<file path="src/rtl/pistormx_pkg.sv">
// Shared definitions for the PiStorm-X bus-operation scheduler.
package pistormx_pkg;

   localparam logic [1:0] ST_IDLE  = 2'd0;
   localparam logic [1:0] ST_ISSUE = 2'd1;
   localparam logic [1:0] ST_WAIT  = 2'd2;

   typedef enum logic [1:0] {
      StIdle  = ST_IDLE,
      StIssue = ST_ISSUE,
      StWait  = ST_WAIT
   } op_state_e;

   localparam logic RW_READ  = 1'b1;
   localparam logic RW_WRITE = 1'b0;

   // {addr[22:0], a0, sz, wdata[15:0]} for the default 23-bit address
   localparam int unsigned OP_ENTRY_W = 41;

   localparam logic [2:0] REG_DATA    = 3'd0;
   localparam logic [2:0] REG_ADDR_LO = 3'd1;
   localparam logic [2:0] REG_ADDR_HI = 3'd2;
   localparam logic [2:0] REG_STATUS  = 3'd3;

endpackage

</file>
<file path="src/rtl/pistormx_wbuf_fifo.sv">
// Posted-write FIFO: synchronous, power-of-two depth, extra pointer MSB tells full from empty.
module pistormx_wbuf_fifo #(
   parameter int unsigned DEPTH = 4,
   parameter int unsigned WIDTH = 41
) (
   input  logic                   c7m,
   input  logic                   reset,
   input  logic                   push,
   input  logic [WIDTH-1:0]       wdata,
   input  logic                   pop,
   output logic [WIDTH-1:0]       rdata,
   output logic                   full,
   output logic                   empty,
   output logic [$clog2(DEPTH):0] level
);

   localparam int unsigned IW = $clog2(DEPTH);

   logic [IW:0]      wr_ptr_q, rd_ptr_q;
   logic [WIDTH-1:0] mem_q [DEPTH];
   logic             do_push, do_pop;

   assign empty = (wr_ptr_q == rd_ptr_q);
   assign full  = (wr_ptr_q[IW] != rd_ptr_q[IW]) && (wr_ptr_q[IW-1:0] == rd_ptr_q[IW-1:0]);
   assign level = wr_ptr_q - rd_ptr_q;
   assign rdata = mem_q[rd_ptr_q[IW-1:0]];

   // A pop frees the head slot this cycle, so a full FIFO may take a push alongside it.
   assign do_pop  = pop && !empty;
   assign do_push = push && (!full || do_pop);

   always_ff @(posedge c7m) begin
      if (reset) begin
         wr_ptr_q <= '0;
         rd_ptr_q <= '0;
      end else begin
         if (do_push) wr_ptr_q <= wr_ptr_q + 1'b1;
         if (do_pop)  rd_ptr_q <= rd_ptr_q + 1'b1;
      end
   end

   always_ff @(posedge c7m) begin
      if (do_push) mem_q[wr_ptr_q[IW-1:0]] <= wdata;
   end

endmodule

</file>
<file path="src/rtl/pistormx_op_sched.sv">
// Sequences Pi bus operations into the 68K bus engine, reads never overtaking queued writes.
// Define PISTORMX_WBUF_EN for the posted-write FIFO; otherwise one operation is in flight at a time.
module pistormx_op_sched
   import pistormx_pkg::*;
#(
   parameter int unsigned DEPTH = 4,
   parameter int unsigned AW    = 23
) (
   input  logic                   c7m,
   input  logic                   reset,
   input  logic                   req_valid,
   output logic                   req_ready,
   input  logic                   req_rw,
   input  logic                   req_sz,
   input  logic                   req_a0,
   input  logic [AW-1:0]          req_addr,
   input  logic [15:0]            req_wdata,
   input  logic                   eng_idle,
   output logic                   eng_start,
   output logic                   eng_rw,
   output logic                   eng_sz,
   output logic                   eng_a0,
   output logic [AW-1:0]          eng_addr,
   output logic [15:0]            eng_wdata,
   input  logic                   eng_done,
   input  logic [15:0]            eng_rdata,
   output logic [15:0]            rd_data,
   output logic                   rd_valid,
   output logic                   txn_in_progress,
   output logic [$clog2(DEPTH):0] wbuf_level
);

   op_state_e     state_q;
   logic          pend_q, pend_sz_q, pend_a0_q;
   logic [AW-1:0] pend_addr_q;
   logic          accept, done, launch, pend_set, pend_clr;
   logic          src_rw, src_sz, src_a0;
   logic [AW-1:0] src_addr;
   logic [15:0]   src_wdata;

   assign accept = req_valid && req_ready;
   assign done   = (state_q == StWait) && eng_done;

`ifdef PISTORMX_WBUF_EN
   localparam int unsigned EntryW = AW + 18;

   logic              fifo_push, fifo_pop, fifo_full, fifo_empty;
   logic [EntryW-1:0] fifo_head;
   logic [AW-1:0]     head_addr;
   logic              head_a0, head_sz;
   logic [15:0]       head_wdata;

   assign fifo_push = accept && (req_rw == RW_WRITE);
   assign fifo_pop  = done && (eng_rw == RW_WRITE);
   assign {head_addr, head_a0, head_sz, head_wdata} = fifo_head;

   pistormx_wbuf_fifo #(
      .DEPTH(DEPTH),
      .WIDTH(EntryW)
   ) u_wbuf (
      .c7m  (c7m),
      .reset(reset),
      .push (fifo_push),
      .wdata({req_addr, req_a0, req_sz, req_wdata}),
      .pop  (fifo_pop),
      .rdata(fifo_head),
      .full (fifo_full),
      .empty(fifo_empty),
      .level(wbuf_level)
   );

   // An outstanding read stalls all requests so later writes cannot slip ahead of it.
   assign req_ready = !reset && !pend_q && ((req_rw == RW_READ) || !fifo_full);
   assign pend_set  = accept && (req_rw == RW_READ);
   assign pend_clr  = done && (eng_rw == RW_READ);
   assign launch    = eng_idle && (!fifo_empty || pend_q);

   // Queued writes drain before the pending read is allowed out.
   always_comb begin
      src_rw    = RW_WRITE;
      src_sz    = head_sz;
      src_a0    = head_a0;
      src_addr  = head_addr;
      src_wdata = head_wdata;
      if (fifo_empty) begin
         src_rw   = RW_READ;
         src_sz   = pend_sz_q;
         src_a0   = pend_a0_q;
         src_addr = pend_addr_q;
      end
   end
`else
   logic        pend_rw_q;
   logic [15:0] pend_wdata_q;

   assign wbuf_level = '0;
   assign req_ready  = !reset && !pend_q;
   assign pend_set   = accept;
   assign pend_clr   = done;
   assign launch     = eng_idle && pend_q;
   assign src_rw     = pend_rw_q;
   assign src_sz     = pend_sz_q;
   assign src_a0     = pend_a0_q;
   assign src_addr   = pend_addr_q;
   assign src_wdata  = pend_wdata_q;

   always_ff @(posedge c7m) begin
      if (reset) begin
         pend_rw_q    <= RW_READ;
         pend_wdata_q <= '0;
      end else if (pend_set) begin
         pend_rw_q    <= req_rw;
         pend_wdata_q <= req_wdata;
      end
   end
`endif

   assign txn_in_progress = (wbuf_level != '0) || pend_q || (state_q != StIdle);

   always_ff @(posedge c7m) begin
      if (reset) begin
         state_q     <= StIdle;
         eng_start   <= 1'b0;
         eng_rw      <= RW_READ;
         eng_sz      <= 1'b0;
         eng_a0      <= 1'b0;
         eng_addr    <= '0;
         eng_wdata   <= '0;
         rd_data     <= '0;
         rd_valid    <= 1'b0;
         pend_q      <= 1'b0;
         pend_sz_q   <= 1'b0;
         pend_a0_q   <= 1'b0;
         pend_addr_q <= '0;
      end else begin
         eng_start <= 1'b0;
         case (state_q)
            StIdle: begin
               if (launch) begin
                  state_q   <= StIssue;
                  eng_start <= 1'b1;
                  eng_rw    <= src_rw;
                  eng_sz    <= src_sz;
                  eng_a0    <= src_a0;
                  eng_addr  <= src_addr;
                  eng_wdata <= src_wdata;
               end
            end
            StIssue: state_q <= StWait;
            StWait: begin
               if (eng_done) begin
                  state_q <= StIdle;
                  if (eng_rw == RW_READ) begin
                     rd_data  <= eng_rdata;
                     rd_valid <= 1'b1;
                  end
               end
            end
            default: state_q <= StIdle;
         endcase

         if (accept) rd_valid <= 1'b0;

         if (pend_set) begin
            pend_q      <= 1'b1;
            pend_sz_q   <= req_sz;
            pend_a0_q   <= req_a0;
            pend_addr_q <= req_addr;
         end else if (pend_clr) begin
            pend_q <= 1'b0;
         end
      end
   end

endmodule

</file>
<file path="config.mk">
export PLATFORM = sky130hd
export DESIGN_NAME = pistormx_op_sched
export DESIGN_NICKNAME = d
export VERILOG_FILES = /design/src/rtl/pistormx_pkg.sv /design/src/rtl/pistormx_wbuf_fifo.sv /design/src/rtl/pistormx_op_sched.sv
export SDC_FILE = /design/constraint.sdc
export NUM_CORES = 1
export LEC_CHECK = 0
export CAP_MARGIN = 20
export CORE_UTILIZATION = 40
export DETAILED_ROUTE_END_ITERATION = 16
export HOLD_SLACK_MARGIN = 0.08
export PLACE_DENSITY = 0.7
export SLEW_MARGIN = 30
export SYNTH_ARGS = -nofsm -noshare
export SYNTH_HDL_FRONTEND = slang
export SYNTH_SLANG_ARGS = --single-unit
</file>
<file path="constraint.sdc">
create_clock -name c7m -period 3.8 [get_ports c7m]
set_input_delay 0.76 -clock c7m [delete_from_list [all_inputs] [get_ports c7m]]
set_output_delay 0.76 -clock c7m [all_outputs]
set_load 0.1 [all_outputs]
</file>
### After elaboration in Yosys (flattened, before gate mapping)

Index checks and enable logic that the tools add are counted.
Widths: inputs -> output; s select.

| storage, ports and cells | value |
|---|---|
| bits in registers | 105 |
| input bits | 63 |
| logic and storage cells | 41 |

| cells by class | value |
|---|---|
| equality and inequality tests | 4 |
| mux-type cells | 6 |
| bitwise logic cells | 1 |
| reduce and logical (&&, ||, !) cells | 15 |

Operator list:

| kind | number |
|---|---|
| $pmux 2 s3 | 1 |
| $logic_and 1x1->1 | 4 |
| $mux 2 | 2 |
| $ne 2x2->1 const B | 2 |
| $reduce_and 2->1 | 2 |
| $reduce_bool 2->1 | 2 |
| $reduce_or 2->1 | 2 |
| $mux 1 | 3 |
| $reduce_and 3->1 | 1 |
| $eq 2x1->1 const B | 1 |
| $eq 2x2->1 const B | 1 |
| $logic_not 1->1 | 2 |
| $logic_not 2->1 | 1 |
| $logic_or 1x1->1 | 1 |
| $not 1->1 | 1 |

### Longest topological paths before layout

| depth | value |
|---|---|
| depth after elaboration | 4 |
| mapped depth | 4 |
| depth with buffers taken out | 2 |

### Worst setup path before layout

OpenSTA, ideal clock, no wires.

| timing path | value |
|---|---|
| kind | in2out |
| start point | input reset |
| end point | output req_ready |
| data arrival time | 2327 ps |
| required time | 3040 ps |
| slack | 713 ps |
| stages on the path | 3 |
| buffers on the path | 2 |
| cells stage by stage | buf_2 buf_2 nor2_1 |

| between the ends | value |
|---|---|
| longest elaborated chain between the ends | 2 |

Ends and longest elaborated chain:

| element | line | text |
|---|---|---|
| start, declared | pistormx_op_sched.sv:10 | `input logic reset,` |
| $logic_not 1->1 | pistormx_op_sched.sv:97 | `assign req_ready = !reset && !pend_q;` |
| $logic_and 1x1->1 | pistormx_op_sched.sv:97 |  |
| end, declared | pistormx_op_sched.sv:12 | `output logic req_ready,` |

No other way between the ends.

### Worst setup path after layout

| timing path | value |
|---|---|
| start point | register pend_q |
| end point | output txn_in_progress |

| between the ends | value |
|---|---|
| longest elaborated chain between the ends | 1 |

Ends and longest elaborated chain:

| element | line | text |
|---|---|---|
| start, declared | pistormx_op_sched.sv:34 | `logic pend_q, pend_sz_q, pend_a0_q;` |
| start signal, assigned | pistormx_op_sched.sv:131 | `pend_q <= 1'b0;` |
| start signal, assigned | pistormx_op_sched.sv:165 | `pend_q <= 1'b1;` |
| start signal, assigned | pistormx_op_sched.sv:170 | `pend_q <= 1'b0;` |
| $logic_or 1x1->1 | pistormx_op_sched.sv:118 | `assign txn_in_progress = (wbuf_level != '0) \|\| pend_q \|\| (state_q != StIdle);` |
| end, declared | pistormx_op_sched.sv:29 | `output logic txn_in_progress,` |

No other way between the ends.

==> run summary <==
## Synth
* cell area after synthesis: 4307 um^2
* Ys Warns: 0
* count of cell types in the netlist: 25
* register bit count reported by yosys: 105
* synthesized netlist cell count: 397
* sequential fraction of the synthesis area: 48.81%
* average footprint of a synthesized cell: 10.85 um^2

## Setup path
* worst flop-to-flop path endpoint: eng_addr[17]$_SDFFE_PP0P_
* data required time at the worst endpoint: 3.04 ns
* crit path DAT: 2.17 ns
* reg-to-reg startpoint: pend_q$_SDFFE_PP0P_
* largest driver fanout on the critical path: 8
* Critical Path Start: pend_q$_SDFFE_PP0P_
* kind of start point of the critical path: flip-flop
* FF-to-FF path depth: 2
* start-to-end type of the worst setup path: reg2out
* crit path capture: txn_in_progress
* crit path capture type: output port
* setup slack, reg-to-reg: 1.86 ns

## Pwr
* fraction of power spent switching nets: 26.50%
* Int Pwr: 1597 uW
* Pwr Density: 377.0 nW/um^2
* Power, Total: 2172 uW
* share of total power in sequential cells: 53.5%
* relative contribution of the clock network to total power: 30.7%
* Max rail drop VDD: 0.2037 mV
* Net Sw Power: 575.7 uW
* part of the power in combinational logic: 15.8%
* leakage power of the design: 0.002259 uW

## Drt
* wire length after detailed routing: 8653 um
* Residual DRC: 0
* Final ANT Viol Nets: 0
* TritonRoute pass-1 iters: 4
* average wire per cell in the routed design: 13.29 um
* total via count after detailed routing: 2954
* detail-routed via count per cell: 4.538
* first-iteration detailed-routing DRC count: 52

## Timing
* slew at the pin with the worst max-slew slack: 1.020 ns
* final hold vios: 0
* maximum clock rate: 0.3412 GHz
* Max Transition Viols Final: 0
* Max-Slew Margin vs Limit: 31.80%
* post-layout minimum cycle time: 2.931 ns
* Setup-failing EPs final: 0
* RSZ-0062 raised after global routing: false
* final total negative setup slack: 0 ns
* share of the clock period used by the worst path: 77.12%
* final clock skew: 0.01005 ns

## Clock network
* CTS root buf: sky130_fd_sc_hd__clkbuf_8
* clock buffer depth: 2
* clock transition at the register clock pins on the worst setup and hold paths after CTS: 0.10 ns
* CTS tree: built
* setup fix buffers added after clock tree synthesis: 0
* number of hold buffers added after CTS: 0
* Clk Latency, worst-skew pair: 0.35 ns
* H-Tree Level Count: 3
* total number of clock tree sinks: 105
* Resized cells post-CTS: 0
* CTS buffer count: 9

## Layout
* Area growth, synth to finish: 33.79%
* most common library cell in the layout ignoring fill and taps: sky130_fd_sc_hd__clkdlybuf4s50_1
* post-route standard cell area excluding fillers: 5762 um^2
* most used cells in the layout excluding fill and tap cells: sky130_fd_sc_hd__clkdlybuf4s50_1 (122), sky130_fd_sc_hd__dfxtp_1 (105), sky130_fd_sc_hd__nand2b_1 (91)
* share of cells above drive strength 1: 9.126%
* Nets: 574
* number of filler cells placed in the layout: 913
* Antenna Diode Count: 0

## Floorplan
* Core ar.: 10370 um^2
* DIE WIDTH: 105.8 um
* number of standard-cell rows in the floorplan: 37
* initial standard-cell utilization of the core: 41.53%
* area of the die: 11190 um^2
* number of ports placed on the die boundary: 128
* die boundary height: 105.8 um

## Placement
* Final HPWL DP: 6035 um
* Port Buffers: 124
* area post-placement: 5575 um^2
* Final GP Congestion: 0.7201

## Global routing
* highest-utilization routing layer at the global route stage: met2
* Remaining Overflow, GRT: 0
* met2 routing resource usage after global routing: 25.82%
* met3 track demand over resource: 3.772%
* first-pass GRT wire length: 13600 um
* GRT met1 Usage: 18.57%
* largest net degree at the start of global routing: 63
* vias in the first global route: 2975
* initial antenna violation count: 0
* total routing resource utilization after global routing: 15.23%

## Status
* status: finished, final reports clean

## Job
* Max-Cap Viols: 0

## Min path
* worst min-delay path class: reg2reg

==> cell usage after synthesis <==
cell type	n	area share [%]
sky130_fd_sc_hd__a21oi_1	1	0.12
sky130_fd_sc_hd__and2b_1	6	1.0
sky130_fd_sc_hd__and4b_1	2	0.46
sky130_fd_sc_hd__and4bb_1	1	0.29
sky130_fd_sc_hd__buf_12	1	0.46
sky130_fd_sc_hd__buf_2	4	0.46
sky130_fd_sc_hd__buf_4	8	1.4
sky130_fd_sc_hd__buf_6	4	1.0
sky130_fd_sc_hd__clkbuf_1	11	0.96
sky130_fd_sc_hd__conb_1	1	0.087
sky130_fd_sc_hd__dfxtp_1	105	49
sky130_fd_sc_hd__inv_1	32	2.8
sky130_fd_sc_hd__mux2_1	2	0.52
sky130_fd_sc_hd__mux2_2	15	3.9
sky130_fd_sc_hd__mux2_4	7	2.4
sky130_fd_sc_hd__mux2i_1	76	18
sky130_fd_sc_hd__nand2b_1	91	13
sky130_fd_sc_hd__nand4bb_1	1	0.26
sky130_fd_sc_hd__nor2_1	6	0.52
sky130_fd_sc_hd__nor2b_1	18	2.6
sky130_fd_sc_hd__nor3_1	1	0.12
sky130_fd_sc_hd__nor3b_1	1	0.17
sky130_fd_sc_hd__o221a_2	1	0.26
sky130_fd_sc_hd__or3_1	1	0.15
sky130_fd_sc_hd__or3b_2	1	0.20
==> logic make-up (layout without fill, tap and decap cells) <==
kind of cell           after synthesis  after routing  share of synthesized area [%]
multiplexers                       100            100                          24.55
AND/OR/NAND/NOR                    129            129                          19.06
buffers and inverters               60            176                          7.118
other                                1              3                        0.08708
AO/OA/AOI/OAI                        2              2                         0.3776
flip-flops                         105            105                          48.81
==> sequential cells by signal (all words and copies together) (netlist names), 2 cells and up <==
signal	count
pend_wdata_q	16
pend_addr_q	23
eng_addr	23
eng_wdata	16
state_q	2
rd_data	16
==> critical path: stages (launching register included) <==
cell	delay (ns)
sky130_fd_sc_hd__dfxtp_1	0.52
sky130_fd_sc_hd__or3_1	0.17
sky130_fd_sc_hd__clkdlybuf4s50_1	1.13
==> metrics by stage <==
stage / hold slack [ns] / instances / setup WS, ns / utilization [%]
after CTS: 0.4811 / 651 / 0.8706 / 55.56
after floorplan: 0.4581 / 399 / 0.7134 / -
after global routing: 0.4933 / 651 / 0.8020 / 55.56
after detailed placement: 0.4608 / 636 / 1.129 / 53.76
final: 0.4767 / 651 / 0.8693 / 55.56
after global placement: 0.4593 / 636 / 1.160 / 53.75
==> routing by layer <==
metal	up-vias	share of wire, %
li1	1483	-
met1	1384	46
met2	76	47
met3	11	5.7
met4	0	1.4
met5	-	0
==> layout make-up <==
class	instances	area, um^2	share of cell area, %
Timing Repair Buffer	129	1271	22.06
Inverter	32	120.1	2.085
Clock inverter	4	55.05	0.9555
Multi-Input combinational cell	234	1912	33.18
Sequential cell	105	2102	36.48
Clock buffer	11	131.4	2.280
Tap cell	136	170.2	2.953
==> how the worst min path moves through the flow <==
stage / startpoint / to / slack, ns / cells after the start
final: rd_data[13]$_SDFFE_PP0P_ / rd_data[13]$_SDFFE_PP0P_ / 0.48 / 2
after global routing: rd_data[13]$_SDFFE_PP0P_ / rd_data[13]$_SDFFE_PP0P_ / 0.49 / 2
after CTS: rd_data[13]$_SDFFE_PP0P_ / rd_data[13]$_SDFFE_PP0P_ / 0.48 / 2
after detailed placement: eng_wdata[11]$_SDFFE_PP0P_ / eng_wdata[11]$_SDFFE_PP0P_ / 0.46 / 2
after global placement: rd_data[3]$_SDFFE_PP0P_ / rd_data[3]$_SDFFE_PP0P_ / 0.46 / 2
after floorplan: pend_wdata_q[10]$_SDFFE_PP0P_ / pend_wdata_q[10]$_SDFFE_PP0P_ / 0.46 / 2
==> power groups by stage <==
| stage | registers (uW) | logic, uW | clock network, uW |
|---|---|---|---|
| after floorplan | 1270 | 158 | 0 |
| after global placement | 1190 | 341 | 0 |
| after CTS | 1160 | 348 | 692 |
| after global routing | 1170 | 362 | 729 |
| final | 1160 | 344 | 667 |
| after detailed placement | 1190 | 347 | 0 |
(Power assumes the default switching activity.)
